## src/rtl/maxp_ctrl_if.sv

```systemverilog
// Bundles the max-pool controller's handshake, configuration and loop-index signals.
// The master side drives the request and configuration; the slave side is the controller.
interface maxp_ctrl_if #(
    parameter int DATA_SIZE = 16,
    parameter int LOOP_BIT  = 8
);
    logic                 start;
    logic                 hold;
    logic [DATA_SIZE-1:0] M;
    logic [DATA_SIZE-1:0] ROUT;
    logic [DATA_SIZE-1:0] COUT;
    logic [DATA_SIZE-1:0] MP;
    logic [DATA_SIZE-1:0] nP;
    logic                 en;
    logic [LOOP_BIT-1:0]  mm;
    logic [LOOP_BIT-1:0]  niro;
    logic [LOOP_BIT-1:0]  nico;
    logic [LOOP_BIT-1:0]  ii;
    logic [LOOP_BIT-1:0]  jj;
    logic [LOOP_BIT-1:0]  nirr;
    logic [LOOP_BIT-1:0]  nicc;
    logic                 busy;
    logic                 done;
    logic                 err;

    modport master (
        output start, hold, M, ROUT, COUT, MP, nP,
        input  en, mm, niro, nico, ii, jj, nirr, nicc, busy, done, err
    );

    modport slave (
        input  start, hold, M, ROUT, COUT, MP, nP,
        output en, mm, niro, nico, ii, jj, nirr, nicc, busy, done, err
    );
endinterface

```

## src/rtl/maxp_ctrl.sv

```systemverilog
// Max-pool loop-nest controller: walks (mm, niro, nico, ii, jj) once per accepted start,
// strobing en for every index tuple, then drains the address pipeline and pulses done.
//
// state | meaning
// IDLE  | waiting for start; configuration latched on an accepted start
// RUN   | loop nest active; en = !hold, indices advance on every en cycle
// DRAIN | DRAIN_CYC cycles with en=0 so the address pipeline can empty
// DONE  | one-cycle done pulse, then back to IDLE
module maxp_ctrl #(
    parameter int DATA_SIZE = 16,
    parameter int LOOP_BIT  = 8,
    parameter int DRAIN_CYC = 2
) (
    input  logic           clk,
    input  logic           rst,
    maxp_ctrl_if.slave     bus
);
    localparam int DW = (DRAIN_CYC > 1) ? $clog2(DRAIN_CYC + 1) : 1;

    typedef enum logic [1:0] {
        IDLE  = 2'd0,
        RUN   = 2'd1,
        DRAIN = 2'd2,
        DONE  = 2'd3
    } state_t;

    state_t               state;
    logic [DATA_SIZE-1:0] m_r, rout_r, cout_r, mp_r, np_r;
    logic [LOOP_BIT-1:0]  mm, niro, nico, ii, jj;
    logic [DW-1:0]        drain_cnt;
    logic                 busy, done, err;

    // Loop bounds use the latched configuration truncated to the index width.
    logic [LOOP_BIT-1:0]  m_max, rout_max, cout_max, mp_max;
    logic                 jj_last, ii_last, nico_last, niro_last, mm_last;
    logic                 cfg_zero;

    assign m_max    = m_r[LOOP_BIT-1:0]    - LOOP_BIT'(1);
    assign rout_max = rout_r[LOOP_BIT-1:0] - LOOP_BIT'(1);
    assign cout_max = cout_r[LOOP_BIT-1:0] - LOOP_BIT'(1);
    assign mp_max   = mp_r[LOOP_BIT-1:0]   - LOOP_BIT'(1);

    assign jj_last   = (jj   == mp_max);
    assign ii_last   = (ii   == mp_max);
    assign nico_last = (nico == cout_max);
    assign niro_last = (niro == rout_max);
    assign mm_last   = (mm   == m_max);

    assign cfg_zero = (bus.M == '0) || (bus.ROUT == '0) || (bus.COUT == '0) || (bus.MP == '0);

    // Sequencer and loop-nest counters; the carry chain runs jj -> ii -> nico -> niro -> mm.
    always_ff @(posedge clk or posedge rst) begin
        if (rst) begin
            state     <= IDLE;
            m_r       <= '0;
            rout_r    <= '0;
            cout_r    <= '0;
            mp_r      <= '0;
            np_r      <= '0;
            mm        <= '0;
            niro      <= '0;
            nico      <= '0;
            ii        <= '0;
            jj        <= '0;
            drain_cnt <= '0;
            busy      <= 1'b0;
            done      <= 1'b0;
            err       <= 1'b0;
        end else begin
            case (state)
                IDLE: begin
                    if (bus.start) begin
                        m_r    <= bus.M;
                        rout_r <= bus.ROUT;
                        cout_r <= bus.COUT;
                        mp_r   <= bus.MP;
                        np_r   <= bus.nP;
                        mm     <= '0;
                        niro   <= '0;
                        nico   <= '0;
                        ii     <= '0;
                        jj     <= '0;
                        if (cfg_zero) begin
                            state <= DONE;
                            err   <= 1'b1;
                            done  <= 1'b1;
                            busy  <= 1'b0;
                        end else begin
                            state <= RUN;
                            err   <= 1'b0;
                            busy  <= 1'b1;
                        end
                    end
                end

                RUN: begin
                    if (!bus.hold) begin
                        if (jj_last && ii_last && nico_last && niro_last && mm_last) begin
                            mm   <= '0;
                            niro <= '0;
                            nico <= '0;
                            ii   <= '0;
                            jj   <= '0;
                            if (DRAIN_CYC == 0) begin
                                state <= DONE;
                                busy  <= 1'b0;
                                done  <= 1'b1;
                            end else begin
                                state     <= DRAIN;
                                drain_cnt <= DW'(DRAIN_CYC - 1);
                            end
                        end else if (!jj_last) begin
                            jj <= jj + LOOP_BIT'(1);
                        end else begin
                            jj <= '0;
                            if (!ii_last) begin
                                ii <= ii + LOOP_BIT'(1);
                            end else begin
                                ii <= '0;
                                if (!nico_last) begin
                                    nico <= nico + LOOP_BIT'(1);
                                end else begin
                                    nico <= '0;
                                    if (!niro_last) begin
                                        niro <= niro + LOOP_BIT'(1);
                                    end else begin
                                        niro <= '0;
                                        mm   <= mm + LOOP_BIT'(1);
                                    end
                                end
                            end
                        end
                    end
                end

                DRAIN: begin
                    if (drain_cnt == '0) begin
                        state <= DONE;
                        busy  <= 1'b0;
                        done  <= 1'b1;
                    end else begin
                        drain_cnt <= drain_cnt - DW'(1);
                    end
                end

                DONE: begin
                    state <= IDLE;
                    done  <= 1'b0;
                end

                default: begin
                    state <= IDLE;
                    busy  <= 1'b0;
                    done  <= 1'b0;
                end
            endcase
        end
    end

    // Issue strobe and edge markers are combinational so a stall takes effect in the same cycle.
    assign bus.en   = (state == RUN) && !bus.hold;
    assign bus.nirr = niro_last ? np_r[LOOP_BIT-1:0] : '0;
    assign bus.nicc = nico_last ? np_r[LOOP_BIT-1:0] : '0;

    assign bus.mm   = mm;
    assign bus.niro = niro;
    assign bus.nico = nico;
    assign bus.ii   = ii;
    assign bus.jj   = jj;
    assign bus.busy = busy;
    assign bus.done = done;
    assign bus.err  = err;
endmodule

```

## src/flat_wrapper.sv

```systemverilog
// flat-port wrapper written by rule: the top's interface ports become plain ports
module maxp_ctrl_flat 
#(
    parameter int DATA_SIZE = 16,
    parameter int LOOP_BIT  = 8,
    parameter int DRAIN_CYC = 2
)
  (clk, rst, bus_start, bus_hold, bus_M, bus_ROUT, bus_COUT, bus_MP, bus_nP, bus_en, bus_mm, bus_niro, bus_nico, bus_ii, bus_jj, bus_nirr, bus_nicc, bus_busy, bus_done, bus_err);
  maxp_ctrl_if #(.DATA_SIZE(DATA_SIZE), .LOOP_BIT(LOOP_BIT)) bus_i ();
  input  logic clk;
  input  logic rst;
  input wire logic [$bits(bus_i.start)-1:0] bus_start;
  input wire logic [$bits(bus_i.hold)-1:0] bus_hold;
  input wire logic [$bits(bus_i.M)-1:0] bus_M;
  input wire logic [$bits(bus_i.ROUT)-1:0] bus_ROUT;
  input wire logic [$bits(bus_i.COUT)-1:0] bus_COUT;
  input wire logic [$bits(bus_i.MP)-1:0] bus_MP;
  input wire logic [$bits(bus_i.nP)-1:0] bus_nP;
  output wire logic [$bits(bus_i.en)-1:0] bus_en;
  output wire logic [$bits(bus_i.mm)-1:0] bus_mm;
  output wire logic [$bits(bus_i.niro)-1:0] bus_niro;
  output wire logic [$bits(bus_i.nico)-1:0] bus_nico;
  output wire logic [$bits(bus_i.ii)-1:0] bus_ii;
  output wire logic [$bits(bus_i.jj)-1:0] bus_jj;
  output wire logic [$bits(bus_i.nirr)-1:0] bus_nirr;
  output wire logic [$bits(bus_i.nicc)-1:0] bus_nicc;
  output wire logic [$bits(bus_i.busy)-1:0] bus_busy;
  output wire logic [$bits(bus_i.done)-1:0] bus_done;
  output wire logic [$bits(bus_i.err)-1:0] bus_err;
  assign bus_i.start = bus_start;
  assign bus_i.hold = bus_hold;
  assign bus_i.M = bus_M;
  assign bus_i.ROUT = bus_ROUT;
  assign bus_i.COUT = bus_COUT;
  assign bus_i.MP = bus_MP;
  assign bus_i.nP = bus_nP;
  assign bus_en = bus_i.en;
  assign bus_mm = bus_i.mm;
  assign bus_niro = bus_i.niro;
  assign bus_nico = bus_i.nico;
  assign bus_ii = bus_i.ii;
  assign bus_jj = bus_i.jj;
  assign bus_nirr = bus_i.nirr;
  assign bus_nicc = bus_i.nicc;
  assign bus_busy = bus_i.busy;
  assign bus_done = bus_i.done;
  assign bus_err = bus_i.err;
  maxp_ctrl #(.DATA_SIZE(DATA_SIZE), .LOOP_BIT(LOOP_BIT), .DRAIN_CYC(DRAIN_CYC)) u_core (.clk(clk), .rst(rst), .bus(bus_i));
endmodule
```

## config.mk

```make
export PLATFORM = sky130hd
export DESIGN_NAME = maxp_ctrl_flat
export DESIGN_NICKNAME = d
export VERILOG_FILES = /design/src/rtl/maxp_ctrl_if.sv /design/src/rtl/maxp_ctrl.sv /design/src/flat_wrapper.sv
export SDC_FILE = /design/constraint.sdc
export NUM_CORES = 1
export LEC_CHECK = 0
export BUFFER_PORTS_ARGS = -buffer_cell sky130_fd_sc_hd__buf_4
export CORE_MARGIN = 2
export CORE_UTILIZATION = 49
export CTS_CLUSTER_DIAMETER = 60
export DETAILED_ROUTE_END_ITERATION = 8
export GPL_TIMING_DRIVEN = 0
export PLACE_DENSITY = 0.75
export SETUP_SLACK_MARGIN = 0.05
export SLEW_MARGIN = 15
export SYNTH_ARGS = -nofsm -noshare
export SYNTH_HDL_FRONTEND = slang
export SYNTH_SLANG_ARGS = --single-unit
```

## constraint.sdc

```tcl
create_clock -name clk -period 3.1 [get_ports clk]
set_clock_uncertainty 0.15 [all_clocks]
set_input_delay 0.155 -clock clk [delete_from_list [all_inputs] [get_ports clk]]
set_output_delay 0.155 -clock clk [all_outputs]
set_load 0.1 [all_outputs]
```

==> out/results.txt <==
Highest Clock Rate - 0.309 GHz
RSZ-0062 raised after global routing - true
TritonCTS clock tree - done
Dominant cells by area after synthesis - dfrtp_1 (39%), mux2_2 (8.2%), xor2_1 (5.4%)
Hold WC Path Type - input pin to register
GR Util All Layers - 0.288
Routed wire length per instance - 19.0 um
Avg Inst Size Synth - 9.73 sq um
PortBufs - 135
Final slew viol count - 0
Synth async-reset ratio - 1.00
Vias in the first global route - 5513
Commonest cells in the netlist - dfrtp_1 (87), nand2_1 (42), mux2_2 (40)
Leakage power - 0.00374 uW
Hold wc startpoint - bus_hold
Post-synth top area share - 0.394
Crit path buffers/inverters - 3
Largest net degree at the start of global routing - 62
Clk sinks - 87
Logic pwr share - 0.576
Synthesis Warnings - 0
CP Capture Type - register
# fillers - 712
Worst-margin pin slew - 0.906 ns
Setup CP Type - register to register
Setup WS post-layout - -0.133 ns
Fin Hold WS - 0.197 ns
Pwr Total - 7540 uW
Fraction of the yosys area taken by sequential cells - 0.394
CTS buffer count - 9
Post-synth EDFFs - 0
Placeable Area - 10900 sq um
Std cell rows - 38
Util after Layout - 0.751
Slowest-stage cell, CP - or4b_4
Flop pwr share - 0.261
Iter 0 DRT Violations - 330
VDD IR max - 0.584 mV
1st-pass router iterations - 5
Crit path DAT - 3.36 ns
Routed vias/inst - 5.94
Synthesized flop and latch total - 87
CTS max path bufs - 2
Die Width - 110 um
Die height - 110 um
DRT Wirelength - 17.7 mm
Status - complete, but fails checks
Die area - 12100 sq um
Count leader, synth - dfrtp_1
Top_reg_cell synth - dfrtp_1
Pwr Density - 918 nW/um^2
# IOs - 144
Slew margin rel. - 0.394
Initial antenna violation count - 0
Antenna viol nets, final - 0
Final setup viols - 20
Internal power - 4100 uW
Synth Cell Area - 5530 sq um
Max cap viols - 0
Skew-Pair Late Insertion Delay - 0.34 ns
Initial Util - 0.505
DR vias - 5547
Global-route wire length before repair - 26.9 mm
Leading area contributor after synthesis - dfrtp_1
Violated checks - setup timing
Final hold viol count - 0
Cell family with most CP delay - simple AND/OR/NAND/NOR gates
Final min period - 3.23 ns
Clk root buf - clkbuf_16
DRC viols - 0
Syn Inst Count - 568
Worst flop-to-flop path startpoint - u_core.mp_r[3]$_DFFE_PP0P_
Switch share - 0.456
Gr ovfl total - 0
Worst path required time - 3.22 ns
GPL Wtd Cong - 0.893
Final period utilization - 1.04
Crit path largest cell delay - 0.56 ns
P_sw - 3440 uW
Synth cell types - 70
Mapped Nets - 666
Clock group share of total power - 0.163
Layout cells sized above 1 - 0.402
Critical-path maximum fanout - 9
Diode count - 0
Critical Path Start Type - register
Crit path cell chain - buf_2, or4b_4, nor2_4, xnor2_2, or4_4, buf_6, nor4_4, a31oi_2, buf_4, or3_4, a21oi_2
Crit path from - u_core.mp_r[3]$_DFFE_PP0P_
Layout Nets - 888
HPWL Detailed - 11.5 mm
H-tree depth - 3
Clock transition at path regs - 0.06 ns
Area delta synth->final - 48.6%
area by class of cell:
class	count	area (sq um)	share of cell area
buffer	19	134	0.0163
clock buffer	11	233	0.0283
clock inverter	4	95.1	0.0116
inverter	18	70.1	0.00853
multi-input combinational	440	3490	0.425
sequential	87	2180	0.266
tap	140	175	0.0213
timing repair buffer	215	1830	0.223
layout by cell type (no fill, tap or decap), types with 18 or more instances in the layout:
cell type and count:
xor2_1 33, buf_4 151, nand4_1 19, buf_6 22
mux2_2 40, nor2_1 32, nand2_1 34, dfrtp_1 81
nand3_1 18, dlygate4sd3_1 42
power by group through the flow:
| stage | sequential (uW) | clock, uW | combinational (uW) |
|---|---|---|---|
| after CTS | 1920 | 1230 | 3980 |
| after detailed placement | 1940 | 0 | 3480 |
| final | 1970 | 1230 | 4340 |
| after global placement | 1910 | 0 | 3340 |
| after floorplan | 2310 | 0 | 2230 |
| after global routing | 2020 | 1280 | 4630 |
tightest hold or removal path: stages:
cell and delay, ns:
buf_4 0.10, nand2_1 0.10, nor3b_4 0.18, mux2i_1 0.11
metal layers:
metal  GRT usage  wire, um  up-vias
li1            -         -     2529
met1       0.367      7160     2746
met2       0.500      9120      238
met3      0.0376      1070       34
met4       0.111       372        0
met5           0         0        -
worst paths after layout:
path	endpoint	slack [ns]	cells past startpoint
max	u_core.bus.mm[6]$_DFFE_PP0P_	-0.13	11
min	u_core.state[0]$_DFFE_PP0P_	0.20	4
max reg2reg	u_core.bus.mm[6]$_DFFE_PP0P_	-0.13	11
min reg2reg	u_core.bus.done$_DFFE_PP0P_	0.37	2
max in group asynchronous	u_core.bus.nico[2]$_DFFE_PP0P_	1.93	4
min in group asynchronous	u_core.np_r[6]$_DFFE_PP0P_	0.22	3
kinds of logic after synthesis:
logic type / synth area share
compound gates: 0.119
xor+xnor: 0.0974
fa+ha+maj: 0.0335
buf+inv: 0.0308
flops: 0.394
mux: 0.0887
simple gates: 0.237
timing repair:
action / 4_1_cts / 5_1_grt
endpoints found under the setup margin: 46 / 59
resized for setup: 49 / 61
hold buffers: 42 / 0
buffers inserted: 24 / 11
gates cloned: 2 / 0
pin swaps: 26 / 26
hold endpoints to repair: 67 / 0
per-stage QoR:
stage | area, sq um | std cells | setup WS [ns] | TNS (ns)
final | 8210 | 934 | -0.133 | -1.37
after global placement | 6790 | 843 | -0.792 | -53.45
after floorplan | 5600 | 568 | -0.159 | -0.498
after CTS | 7930 | 927 | -0.196 | -2.60
after detailed placement | 6820 | 844 | -0.464 | -11.73
after global routing | 8210 | 934 | -0.255 | -4.69
(Power assumes the default switching activity.)
